File: src/rtl/alu_disp_pkg.sv
// alu_disp_pkg
//   Shared definitions for the ALU result display path:
//   - active-low segment codes, bit order {G,F,E,D,C,B,A};
//   - 5-bit symbol codes consumed by seg7_encode;
//   - disp_word_t, the captured ALU result (tens, units, zero, error);
//   - digit_symbol(), which maps a result word and a digit position to a symbol.
package alu_disp_pkg;

    localparam int NUM_DIGITS = 4;

    // Segment patterns, active-low {G,F,E,D,C,B,A}
    localparam logic [6:0] SEG_BLANK = 7'h7F;
    localparam logic [6:0] SEG_E     = 7'h06;
    localparam logic [6:0] SEG_R     = 7'h2F;
    localparam logic [6:0] SEG_DASH  = 7'h3F;
    localparam logic [6:0] SEG_DIGITS [0:9] = '{
        7'h40, 7'h79, 7'h24, 7'h30, 7'h19,
        7'h12, 7'h02, 7'h78, 7'h00, 7'h10
    };

    // Symbol codes: 0..9 are the decimal digits themselves
    localparam logic [4:0] SYM_E     = 5'd10;
    localparam logic [4:0] SYM_R     = 5'd11;
    localparam logic [4:0] SYM_DASH  = 5'd12;
    localparam logic [4:0] SYM_BLANK = 5'd13;

    typedef struct packed {
        logic [3:0] dec;
        logic [3:0] unis;
        logic       zero;
        logic       error;
    } disp_word_t;

    // A BCD nibble outside 0..9 is shown as a dash
    function automatic logic [4:0] bcd_symbol(input logic [3:0] d);
        return (d > 4'd9) ? SYM_DASH : {1'b0, d};
    endfunction

    // Position 0 is the rightmost digit
    function automatic logic [4:0] digit_symbol(input disp_word_t w, input logic [1:0] idx);
        logic [4:0] sym;
        sym = SYM_BLANK;
        if (w.error) begin
            case (idx)
                2'd0:    sym = SYM_R;
                2'd1:    sym = SYM_R;
                2'd2:    sym = SYM_E;
                default: sym = SYM_BLANK;
            endcase
        end else begin
            case (idx)
                2'd0:    sym = bcd_symbol(w.unis);
                2'd1:    sym = (w.dec == 4'd0) ? SYM_BLANK : bcd_symbol(w.dec);
                default: sym = SYM_BLANK;
            endcase
        end
        return sym;
    endfunction

endpackage

File: src/rtl/seg7_encode.sv
// seg7_encode
//   Combinational symbol-to-segment decoder for a common-anode display.
//   Ports:
//     sym  in  5  symbol code (0..9 digit, SYM_E, SYM_R, SYM_DASH, SYM_BLANK)
//     seg  out 7  {G,F,E,D,C,B,A}, active-low; unknown codes render blank
module seg7_encode
    import alu_disp_pkg::*;
(
    input  logic [4:0] sym,
    output logic [6:0] seg
);

    always_comb begin
        seg = SEG_BLANK;
        if (sym <= 5'd9) begin
            seg = SEG_DIGITS[sym[3:0]];
        end else begin
            case (sym)
                SYM_E:    seg = SEG_E;
                SYM_R:    seg = SEG_R;
                SYM_DASH: seg = SEG_DASH;
                default:  seg = SEG_BLANK;
            endcase
        end
    end

endmodule

File: src/rtl/alu_display_scanner.sv
// alu_display_scanner
//   Multiplexed 4-digit 7-segment scanner for the ALU result. The result is
//   captured into a pending register on 'load' and moved into the displayed
//   shadow only on the frame wrap (last tick of digit 3), so a frame is never
//   drawn from two different results.
//   Parameters:
//     REFRESH_CNT  mclk cycles each digit stays lit (>= 2)
//     BLINK_DIV    frames per blink half-period (only with ERR_BLINK_EN)
//   Ports:
//     mclk         in   1  clock
//     rst          in   1  synchronous reset, active-high
//     load         in   1  capture strobe for dec_bin/unis_bin/zero/error
//     dec_bin      in   4  tens digit, BCD
//     unis_bin     in   4  units digit, BCD
//     zero         in   1  ALU zero flag
//     error        in   1  ALU error flag
//     ready        out  1  high when no capture is waiting for the wrap
//     select_disp  out  4  anodes, active-low, bit0 = rightmost digit
//     seg          out  7  {G,F,E,D,C,B,A}, active-low
//     zero_led     out  1  zero flag of the displayed result
//   Build option:
//     ERR_BLINK_EN  when defined, an error result blinks: all anodes are
//                   turned off for BLINK_DIV frames, on for BLINK_DIV frames.
module alu_display_scanner
    import alu_disp_pkg::*;
#(
    parameter int REFRESH_CNT = 50000,
    parameter int BLINK_DIV   = 32
) (
    input  logic       mclk,
    input  logic       rst,
    input  logic       load,
    input  logic [3:0] dec_bin,
    input  logic [3:0] unis_bin,
    input  logic       zero,
    input  logic       error,
    output logic       ready,
    output logic [3:0] select_disp,
    output logic [6:0] seg,
    output logic       zero_led
);

    localparam int              TICK_W    = $clog2(REFRESH_CNT);
    localparam logic [TICK_W-1:0] TICK_LAST = TICK_W'(REFRESH_CNT - 1);

    logic [TICK_W-1:0] tick_cnt_reg;
    logic [1:0]        dig_idx_reg;
    logic              pend_flag_reg;
    disp_word_t        pend_word_reg;
    disp_word_t        shadow_reg;
    logic [3:0]        select_disp_reg;
    logic [6:0]        seg_reg;

    disp_word_t        in_word;
    logic              tick_end;
    logic              frame_end;
    logic              blank_all;
    logic [3:0]        anode_onehot;
    logic [6:0]        digit_seg [NUM_DIGITS];

    assign in_word   = '{dec: dec_bin, unis: unis_bin, zero: zero, error: error};
    assign tick_end  = (tick_cnt_reg == TICK_LAST);
    assign frame_end = tick_end && (dig_idx_reg == 2'd3);

    // One decoder per digit position, all fed from the shadow; the scan
    // index only picks which one reaches the output register.
    genvar gi;
    generate
        for (gi = 0; gi < NUM_DIGITS; gi++) begin : g_digit
            logic [4:0] sym;
            assign sym = digit_symbol(shadow_reg, 2'(gi));
            seg7_encode u_enc (
                .sym (sym),
                .seg (digit_seg[gi])
            );
        end
    endgenerate

    assign anode_onehot = 4'b0001 << dig_idx_reg;

    always_ff @(posedge mclk) begin
        if (rst) begin
            tick_cnt_reg    <= '0;
            dig_idx_reg     <= 2'd0;
            pend_flag_reg   <= 1'b0;
            pend_word_reg   <= '0;
            shadow_reg      <= '0;
            select_disp_reg <= 4'b1111;
            seg_reg         <= SEG_BLANK;
        end else begin
            tick_cnt_reg <= tick_end ? '0 : tick_cnt_reg + TICK_W'(1);
            if (tick_end) begin
                dig_idx_reg <= dig_idx_reg + 2'd1;
            end

            // A load on the wrap edge bypasses the pending register so the
            // new result appears in the very frame that starts now.
            if (frame_end) begin
                if (load) begin
                    shadow_reg <= in_word;
                end else if (pend_flag_reg) begin
                    shadow_reg <= pend_word_reg;
                end
                pend_flag_reg <= 1'b0;
            end else if (load) begin
                pend_word_reg <= in_word;
                pend_flag_reg <= 1'b1;
            end

            select_disp_reg <= blank_all ? 4'b1111 : ~anode_onehot;
            seg_reg         <= digit_seg[dig_idx_reg];
        end
    end

`ifdef ERR_BLINK_EN
    localparam int FRAME_W = (BLINK_DIV > 1) ? $clog2(BLINK_DIV) : 1;
    localparam logic [FRAME_W-1:0] FRAME_LAST = FRAME_W'(BLINK_DIV - 1);

    logic [FRAME_W-1:0] frame_cnt_reg;
    logic               blink_on_reg;

    always_ff @(posedge mclk) begin
        if (rst) begin
            frame_cnt_reg <= '0;
            blink_on_reg  <= 1'b1;
        end else if (frame_end) begin
            if (frame_cnt_reg == FRAME_LAST) begin
                frame_cnt_reg <= '0;
                blink_on_reg  <= ~blink_on_reg;
            end else begin
                frame_cnt_reg <= frame_cnt_reg + FRAME_W'(1);
            end
        end
    end

    assign blank_all = shadow_reg.error && !blink_on_reg;
`else
    logic unused_blink_div;
    assign unused_blink_div = (BLINK_DIV > 0);
    assign blank_all        = 1'b0;
`endif

    assign ready       = ~pend_flag_reg;
    assign select_disp = select_disp_reg;
    assign seg         = seg_reg;
    assign zero_led    = shadow_reg.zero;

endmodule
File: config.mk
export PLATFORM = sky130hd
export DESIGN_NAME = alu_display_scanner
export DESIGN_NICKNAME = d
export VERILOG_FILES = /design/src/rtl/alu_disp_pkg.sv /design/src/rtl/seg7_encode.sv /design/src/rtl/alu_display_scanner.sv
export SDC_FILE = /design/constraint.sdc
export NUM_CORES = 1
export LEC_CHECK = 0
export ABC_CLOCK_PERIOD_IN_PS = 6000
export BUFFER_PORTS_ARGS = -buffer_cell sky130_fd_sc_hd__buf_2
export CAP_MARGIN = 40
export CELL_PAD_IN_SITES_DETAIL_PLACEMENT = 0
export CELL_PAD_IN_SITES_GLOBAL_PLACEMENT = 1
export CORE_ASPECT_RATIO = 0.7
export CORE_UTILIZATION = 49
export DETAILED_ROUTE_END_ITERATION = 8
export GPL_TIMING_DRIVEN = 0
export HOLD_SLACK_MARGIN = 0.12
export PLACE_DENSITY_LB_ADDON = 0.3
export SYNTH_ARGS = -nofsm -noshare
export SYNTH_HDL_FRONTEND = slang
export SYNTH_SLANG_ARGS = --single-unit
File: constraint.sdc
create_clock -name mclk -period 6 [get_ports mclk]
set_input_delay 1.2 -clock mclk [delete_from_list [all_inputs] [get_ports mclk]]
set_output_delay 1.2 -clock mclk [all_outputs]
set_load 0.02 [all_outputs]
Word level (Yosys, flattened, before mapping)

Memories as Yosys holds them, arrays and structs flattened.
Cells that the tools add are included.

Register bits: 50
Bits in read-only memories: 336
Input port bits: 13
Output and inout port bits: 13
Word-level logic and storage cells: 76
Memories kept: 3

Add/subtract/negate cells: 2
$lt $le $gt $ge: 9
Equal/unequal tests: 11
Shift-type cells: 1
Multiplexer cells: 23
Bitwise operators: 7
Reductions and logical operators: 7

Memories:

| name             | depth | bits a word | rd ports | clocked after Yosys merged registers in | wr ports | line              | text |
|---|---|---|---|---|---|---|---|
| (name not given) | 16    | 7           | 1        | 0                                       | 0        | seg7_encode.sv:16 | `seg = SEG_DIGITS[sym[3:0]];` |
| (name not given) | 16    | 7           | 1        | 0                                       | 0        | seg7_encode.sv:16 |  |
| (name not given) | 16    | 7           | 1        | 0                                       | 0        | seg7_encode.sv:16 |  |

Operator list:

| operator                                                  | number |
|---|---|
| two-way mux 7 bit                                         | 11 |
| case mux 7 bit (3 select lines)                           | 3 |
| equality test 4 bit (second input constant)               | 9 |
| two-way mux 10 bit                                        | 2 |
| two-way mux 4 bit                                         | 5 |
| adder 16 x 1 -> 16 bit (second input constant)            | 1 |
| equality test 16 bit (second input constant)              | 1 |
| greater-or-equal comparator 5 bit (second input constant) | 3 |
| NOT 4 -> 5 bit                                            | 3 |
| binary-select mux 7 bit (select 2 bit)                    | 1 |
| <= comparator 4 bit (second input constant)               | 3 |
| greater-than comparator 4 bit (second input constant)     | 2 |
| zero test 4 bit                                           | 1 |
| NOT 4 bit                                                 | 1 |
| AND reduction 2 bit                                       | 2 |
| OR reduction 2 bit                                        | 2 |
| left shift 1 x 2 -> 4 bit (first input constant)          | 1 |
| greater-or-equal comparator 3 bit (second input constant) | 1 |
| two-way mux 3 bit                                         | 1 |
| NOT 2 -> 3 bit                                            | 1 |
| adder 2 x 1 -> 2 bit (second input constant)              | 1 |
| equality test 2 bit (second input constant)               | 1 |
| NOT 1 bit                                                 | 2 |
| nonzero test 2 bit                                        | 1 |
| logical AND 1 bit                                         | 1 |

Logic depth before layout (Yosys ltp)

Gate-level depths: netlist of the first run.

Depth in word-level cells: 12
Gate-level depth with buffers: 10
Depth with buffers taken out: 9

Modules after synthesis

Synthesis of the first run repeated with hierarchy kept, for this count alone.

Cells, all modules: 419
Area, all modules: 3722.3 um2

Modules (own cells, without submodules):

| module                              | times used | cells an instance | area an instance (um2) |
|---|---|---|---|
| alu_display_scanner                 | 1          | 258               | 2563.7 |
| seg7_encode at g_digit[0].u_enc ... | 3          | 40                | 287.8 |
| seg7_encode at g_digit[1].u_enc     | 1          | 41                | 295.3 |

Least setup slack after synthesis of the first run

No wires, ideal clock.

Kind: register to register
Start: register shadow_reg[8] (netlist bit)
End: register seg_reg[6] (netlist: seg[6])
Library setup time: 0.086 ns
Arrival time: 2.377 ns
Data required time: 5.914 ns
Setup slack: 3.538 ns
Stages on the path, launching flop included: 11
Buffers on the path: 1
Clock period less this slack: 2.462 ns
Cell sequence: dfxtp_1 > clkbuf_8 > nor2_1 > maj3_1 > nor2_1 > inv_1 > ha_1 > or4_2 > a21oi_1 > mux2i_1 > a211oi_1

Cells in the longest elaborated chain, start to end: 12
Elaborated cells on any way between the ends: 18

RTL lines:

| what                                                   | line                       | text |
|---|---|---|
| start: declaration                                     | alu_display_scanner.sv:50  | `disp_word_t shadow_reg;` |
| start signal: assignment                               | alu_display_scanner.sv:100 | `shadow_reg <= in_word;` |
| start signal: assignment                               | alu_display_scanner.sv:102 | `shadow_reg <= pend_word_reg;` |
| greater-than comparator 4 bit                          | alu_disp_pkg.sv:36         | `return (d > 4'd9) ? SYM_DASH : {1'b0, d};` |
| two-way mux 4 bit                                      | alu_disp_pkg.sv:36         |  |
| two-way mux 4 bit *                                    | alu_disp_pkg.sv:53         | `2'd1: sym = (w.dec == 4'd0) ? SYM_BLANK : bcd_symbol(w.dec);` |
| two-way mux 4 bit *                                    | alu_disp_pkg.sv:43         | `if (w.error) begin` |
| NOT 4 -> 5 bit (implied by the code)                   | seg7_encode.sv:16          |  |
| memory read (16 x 7 bit)                               | --                         |  |
| two-way mux 7 bit (implied by the code) (2 in a row)   | seg7_encode.sv:16          |  |
| two-way mux 7 bit *                                    | seg7_encode.sv:15          | `if (sym <= 5'd9) begin` |
| binary-select mux 7 bit (select 2 bit) *               | alu_display_scanner.sv:111 | `seg_reg <= digit_seg[dig_idx_reg];` |
| two-way mux 7 bit (implied by the code) * (2 in a row) | alu_display_scanner.sv:111 |  |
| end signal: assignment                                 | alu_display_scanner.sv:111 |  |
| end: declaration                                       | alu_display_scanner.sv:52  | `logic [6:0] seg_reg;` |

Every way passes the cells marked *; elsewhere a longest branch is shown, timed or not. The select of a mux whose other input is x is not followed.
A chain may end at the register's enable or synchronous reset.

Worst setup path in the final report of the first run

Ends and elaborated chain as after synthesis.

==> results.sh, run 1 <==
export IMPL_cts_resized_gates=0
export IMPL_synth_area_um2=2994
export IMPL_synth_nets=366
export IMPL_ir_worst_vdd_v=0.0001251
export IMPL_gp_congestion=0.8483
export IMPL_fp_coreArea_um2=5813
export IMPL_die_height_um=67.40
export IMPL_cts_num_sinks=50
export IMPL_yosysMostFrequentCell="dfxtp_1"
export IMPL_p_per_area_nw_per_um2=203.1
export IMPL_worst_clock_skew_ps=13.72
export IMPL_path_cells="clkbuf_8, nor2_1, maj3_1, nor2_1, inv_1, ha_1, or4_2, a21oi_1, mux2i_1, a211oi_1"
export IMPL_synthArstFlopShare=0
export IMPL_dr_pass1_iters=4
export IMPL_boundaryPins=26
export IMPL_r2r_end="seg[6]"
export IMPL_cts_setup_buffers=0
export IMPL_finalMaxSlewViolations=0
export IMPL_ys_warn_count=0
export IMPL_cpMaxStageDelayCell="or4_2"
export IMPL_drtIter0Drc=124
export IMPL_synth_area_leaders="dfxtp_1, ha_1, nand2b_1"
export IMPL_outcome="finished, final reports clean"
export IMPL_diodes=0
export IMPL_wl_um=6679
export IMPL_die_x_um=95.43
export IMPL_detail_route_antenna_nets=0
export IMPL_holdBufCountCts=0
export IMPL_regArea_um2=1001
export IMPL_grt_antenna_before_repair=0
export IMPL_grt_overflow=0
export IMPL_finish_net_count=398
export IMPL_drc_errors=0
export IMPL_rsz0062_at_grt="false"
export IMPL_r2r_cells=10
export IMPL_cpPeakStageDelay_ps=680
export IMPL_path_buf_inv=2
export IMPL_dr_total_vias=2486
export IMPL_grt_pass1_vias=2235
export IMPL_synth_edff_count=0
export IMPL_cts_tree="yes"
export IMPL_fin_crit_sh=0.4621
export IMPL_clk_pin_slew_ps=100
export IMPL_cpLargestDelayFamily="simple AND/OR/NAND/NOR gates"
export IMPL_fin_tns_setup_ps=0
export IMPL_yosys_area_top_type_share=0.3343
export IMPL_syn_inst=338
export IMPL_critPathCaptureType="flop"
export IMPL_final_util=0.5764
export IMPL_drive_gt1_frac=0.2049
export IMPL_setup_viol=0
export IMPL_crit_type="reg2reg"
export IMPL_worstReg2RegStart="shadow_reg[8]"
export IMPL_yosys_top_cells_count="dfxtp_1, nand2b_1, nor2_1"
export IMPL_power_leakage_nw=1.342
export IMPL_min_to="pend_word_reg[5]"
export IMPL_worst_ep_arrival_time_ps=3000
export IMPL_cap_viol_max_count=0
export IMPL_period_needed_ps=2773
export IMPL_largest_reg_flops=16
export IMPL_root_buffer="clkbuf_8"
export IMPL_port_buffers=25
export IMPL_synth_avg_cell_area_um2=8.858
export IMPL_tightest_slew_ps=587.1
export IMPL_place_inst=438
export IMPL_fmax_mhz=360.7
export IMPL_ys_seq_area_frac=0.3343
export IMPL_cp_common_cell="nor2_1"
export IMPL_grt_max_degree=17
export IMPL_r2r_setup_slack_ps=3230
export IMPL_initial_core_util=0.5151
export IMPL_clockBufferDepth=2
export IMPL_wl_per_cell_um=14.98
export IMPL_hp_class="reg2reg"
export IMPL_clock_latency_ps=300
export IMPL_synth_cell_types=66
export IMPL_timing_final_hold_violations=0
export IMPL_die_area_um2=6432
export IMPL_cts_made_buffers=5
export IMPL_multi_input_area_um2=1769
export IMPL_startpoint_type="flop"
export IMPL_hold_path_depth=2
export IMPL_synth_flop_cell="dfxtp_1"
export IMPL_fillCellCount=531
export IMPL_grt_usage=0.2222
export IMPL_grt_pass1_wl_um=11010
export IMPL_final_cells=446
export IMPL_vias_per_cell=5.574
export IMPL_crit_fanout=10
export IMPL_dpl_hpwl_um=4944
export IMPL_crit_required_ps=6220
export IMPL_synth_top_cell_by_area="dfxtp_1"
export IMPL_cts_max_level=2
export IMPL_rows=23
export IMPL_syn2layout_area_growth_pct=11.91
export IMPL_ys_ff_latch=50
export IMPL_slew_headroom=0.5985
export IMPL_holdCritStartpoint="pend_word_reg[5]"
## final cells by class
cell class / count / area share
Inverter: 13 / 0.01456
Multi-Input combinational cell: 250 / 0.5280
Buffer: 25 / 0.05228
Clock inverter: 3 / 0.02054
Tap cell: 75 / 0.02801
Sequential cell: 50 / 0.2987
Timing Repair Buffer: 25 / 0.03734
Clock buffer: 5 / 0.02054
## how the worst max path moves through the flow
stage                  start     end  slack [ps]  depth (start not counted)
2_1_floorplan  shadow_reg[8]  seg[6]        3540                         10
3_5_place_dp   shadow_reg[8]  seg[6]        3240                         10
3_3_place_gp   shadow_reg[8]  seg[6]        3310                         10
6_report       shadow_reg[8]  seg[6]        3230                         10
4_1_cts        shadow_reg[8]  seg[6]        3210                         10
5_1_grt        shadow_reg[8]  seg[6]        3030                         10
## routing by layer
layer | GRT usage | wire length, um | vias up
met5 | 0 | 0 | -
met4 | 0.03545 | 10 | 0
met3 | 0.04505 | 280 | 2
met2 | 0.3250 | 2684 | 51
met1 | 0.3372 | 3704 | 1158
li1 | - | - | 1275
## power breakdown
group / internal, mW / switching [mW] / total, mW
clock: 0.167 / 0.119 / 0.286
combinational: 0.0222 / 0.0274 / 0.0496
sequential: 0.341 / 0.00446 / 0.345
## kinds of logic (layout without fill, tap and decap cells)
family                     count (synthesis)  after routing  synth area share
AOI/OAI and AO/OA                         65             65            0.1596
xor gates and xnor gates                  13             13           0.03803
adders and majority gates                 16             16           0.06603
buffers and inverters                     38             71           0.07480
DFF                                       50             50            0.3343
muxes                                     21             21           0.07439
and+or+nand+nor                          135            135            0.2528
## layout by cell type (no fill, tap or decap), types with 4 or more instances in the layout
cell      netlist  routed
mux2i_1        11      11
o21ai_0         4       4
a21oi_1        14      14
nand3_1         9       9
nand4_1         4       4
nor4_1         11      11
buf_2           4      29
mux2_2         10      10
dfxtp_1        50      50
nand2b_1       27      27
ha_1           15      15
clkbuf_8        4       9
and4_1          4       4
nor2_1         27      27
nor3_1         11      11
or2_2           4       4
clkbuf_1        8       8
a31oi_1        11      11
xor2_1         10      10
nand2_1        15      15
nor3b_1         4       4
inv_1          12      12
## through the flow
stage	worst slack (ps)	hold slack [ps]	total power [mW]	instance area (um^2)
final	3227	474.0	0.6805	3351
after global routing	3030	503.6	0.7060	3351
after CTS	3208	479.1	0.6858	3351
after detailed placement	3244	457.2	0.4019	3213
after global placement	3308	446.8	0.4003	3213
after floorplan	3538	426.1	0.3853	2994
## tightest hold or removal path, cell delays in order, from the launching register on
cell	delay, ps
dfxtp_1	320
nand2b_1	60
mux2i_1	60
Note: power is estimated with default switching activity, not from simulation.
==> run 2, diff against run 1 <==
Settings changed: ABC_AREA set to 1, ABC_CLOCK_PERIOD_IN_PS 6000 to 2600, CORE_UTILIZATION 49 to 43.
Clock period 6 ns to 2.6 ns, I/O delays scaled along.
==> run 2 against run 1 <==
  * Sequential share of layout area increased by 1.8 points
  * Combinational power up 100%
  * Power rose by 120%
  * Synthesized cell count increased by 14%
  * Cell count increased by 11%
  * Hold slack worse by 22 ps
  * Die area increased by 7.1%
  * Sequential power up 130%
  * Critical endpoint is now seg[4]
==> results.sh, run 2 <==
export IMPL_outcome="finished, final reports clean"
export IMPL_fin_crit_sh=0.7880
export IMPL_synth_edff_count=0
export IMPL_tightest_slew_ps=658.9
export IMPL_yosys_area_top_type_share=0.3551
export IMPL_clk_pin_slew_ps=100
export IMPL_period_needed_ps=2049
export IMPL_fmax_mhz=488.1
export IMPL_met2_wirelength_um=2512
export IMPL_rsz0062_at_grt="false"
export IMPL_crit_end="seg[4]"
export IMPL_grt_overflow=0
export IMPL_clockBufferDepth=2
export IMPL_drc_errors=0
export IMPL_synth_area_leaders="dfxtp_1, nand2_1, ha_1"
export IMPL_detail_route_antenna_nets=0
export IMPL_dr_pass1_iters=4
export IMPL_synth_top_cell_by_area="dfxtp_1"
export IMPL_synthArstFlopShare=0
export IMPL_wl_met3_um=214
export IMPL_cts_resized_gates=0
export IMPL_wl_met1_um=3256
export IMPL_boundaryPins=26
export IMPL_grt_antenna_before_repair=0
export IMPL_hp_class="reg2reg"
export IMPL_critPathCaptureType="flop"
export IMPL_initial_core_util=0.4492
export IMPL_fillCellCount=630
export IMPL_power_leakage_nw=1.326
export IMPL_dpl_hpwl_um=4670
export IMPL_cts_made_buffers=5
export IMPL_fin_tns_setup_ps=0
export IMPL_cpPeakStageDelay_ps=430
export IMPL_port_buffers=25
export IMPL_wl_per_cell_um=12.15
export IMPL_r2r_setup_slack_ps=550
export IMPL_grt_pass1_wl_um=10270
export IMPL_startpoint_type="flop"
export IMPL_largest_reg_flops=16
export IMPL_diodes=0
export IMPL_dr_total_vias=2511
export IMPL_crit_type="reg2reg"
export IMPL_ys_seq_area_frac=0.3551
export IMPL_die_height_um=69.74
export IMPL_die_x_um=98.78
export IMPL_ys_ff_latch=50
export IMPL_path_cells="o21ai_0, a21oi_1, inv_1, ha_1, nor2_1, inv_1, nand2_1, nand2_1, inv_1, nand2_1, nand2_1, nand2_1, nand2_1, nand2_1, nand2_1"
export IMPL_timing_final_hold_violations=0
export IMPL_final_cells=496
export IMPL_cts_num_sinks=50
export IMPL_syn2layout_area_growth_pct=12.03
export IMPL_fp_coreArea_um2=6276
export IMPL_drtIter0Drc=104
export IMPL_worst_clock_skew_ps=13.35
export IMPL_die_area_um2=6889
export IMPL_grt_max_degree=18
export IMPL_p_per_area_nw_per_um2=464.2
export IMPL_finish_net_count=445
export IMPL_yosys_top_cells_count="nand2_1, dfxtp_1, inv_1"
export IMPL_placement_cell_area_um2=3042
export IMPL_holdBufCountCts=0
export IMPL_synth_nets=413
export IMPL_ys_warn_count=0
export IMPL_grt_pass1_vias=2255
export IMPL_root_buffer="clkbuf_8"
export IMPL_gp_congestion=0.8446
export IMPL_vias_per_cell=5.063
export IMPL_fin_area_um2=3158
export IMPL_synth_avg_cell_area_um2=7.322
export IMPL_r2r_end="seg[4]"
export IMPL_finalMaxSlewViolations=0
export IMPL_cp_common_cell="nand2_1"
export IMPL_yosysMostFrequentCell="nand2_1"
export IMPL_crit_fanout=6
export IMPL_drive_gt1_frac=0.1794
export IMPL_worstReg2RegStart="shadow_reg[5]"
export IMPL_wl_um=6024
export IMPL_synth_cell_types=37
export IMPL_place_inst=488
export IMPL_synth_flop_cell="dfxtp_1"
export IMPL_ir_worst_vdd_v=0.0002255
export IMPL_cap_viol_max_count=0
export IMPL_setup_viol=0
export IMPL_rows=24
export IMPL_crit_required_ps=2860
export IMPL_crit_path_start="shadow_reg[5]"
export IMPL_clock_latency_ps=310
export IMPL_cts_max_level=2
export IMPL_synth_area_um2=2819
export IMPL_final_common_cell="nand2_1"
export IMPL_syn_inst=385
export IMPL_r2r_cells=15
export IMPL_grt_usage=0.1854
export IMPL_mostFrequentLayoutCells="nand2_1, dfxtp_1, inv_1, a21oi_1, buf_2"
export IMPL_cpMaxStageDelayCell="dfxtp_1"
export IMPL_top_layer_used="met4"
export IMPL_worst_ep_arrival_time_ps=2310
export IMPL_cts_tree="yes"
export IMPL_cts_setup_buffers=0
export IMPL_slew_headroom=0.5607
run 2: cell count changes after synthesis, sizes merged, moves of 12 or more:
cell	change
a21oi	+27
inv	+32
nand3	+21
o21ai	+12
nand2b	-27
nand2	+80
run 2: final cells by class:
cell class                      count  area [um^2]  share of cell area
Multi-Input combinational cell    276         1551              0.4913
Inverter                           46        186.4             0.05903
Sequential cell                    50         1001              0.3170
Timing Repair Buffer               25        125.1             0.03962
Clock inverter                      3        47.55             0.01506
Tap cell                           78        97.59             0.03090
Buffer                             13        80.08             0.02536
Clock buffer                        5        68.82             0.02179
run 2: metrics by stage:
stage	hold WS (ps)	setup slack, ps	utilization	total power, mW
after floorplan	417.5	871.1	-	0.8771
final	452.1	551.1	0.5032	1.466
after global routing	473.8	323.4	0.5032	1.530
after CTS	456.2	570.6	0.5032	1.482
after global placement	430.9	610.1	0.4846	0.9093
after detailed placement	440.3	600.3	0.4846	0.9116
run 2: cell families (layout without fill, tap and decap cells):
logic type / Yosys count / after routing / synth area share
xor+xnor: 2 / 2 / 0.006215
compound gates: 68 / 68 / 0.1363
mux: 5 / 5 / 0.01775
fa+ha+maj: 15 / 15 / 0.06658
flops: 50 / 50 / 0.3551
buf+inv: 59 / 92 / 0.09454
simple gates: 186 / 186 / 0.3236
run 2: how the worst min path moves through the flow:
stage | slack [ps] | from | depth (start not counted) | endpoint
global route | 470 | pend_word_reg[0] | 2 | pend_word_reg[0]
detailed placement | 440 | tick_cnt_reg[0] | 1 | tick_cnt_reg[0]
global placement | 430 | tick_cnt_reg[0] | 1 | tick_cnt_reg[0]
finish | 450 | pend_word_reg[9] | 2 | pend_word_reg[9]
floorplan | 420 | tick_cnt_reg[0] | 1 | tick_cnt_reg[0]
CTS | 460 | pend_word_reg[9] | 2 | pend_word_reg[9]
run 2: where the power goes:
group / leakage (nW) / switching, mW / internal [mW] / total, mW
Sequential: 0.409 / 0.00820 / 0.786 / 0.794
Combinational: 0.859 / 0.0620 / 0.0370 / 0.0990
Clock: 0.0587 / 0.281 / 0.292 / 0.573
run 2: routing by layer:
metal / track usage / vias up
met2: 0.2867 / 37
li1: - / 1326
met1: 0.2658 / 1143
met4: 0.04478 / 0
met3: 0.03427 / 5
met5: 0 / -
run 2: critical path, delay by kind of cell (launching register included):
kind | cells | cell delay, ps
simple gates | 9 | 580
buf+inv | 3 | 260
flops | 1 | 430
compound gates | 2 | 480
fa+ha+maj | 1 | 230
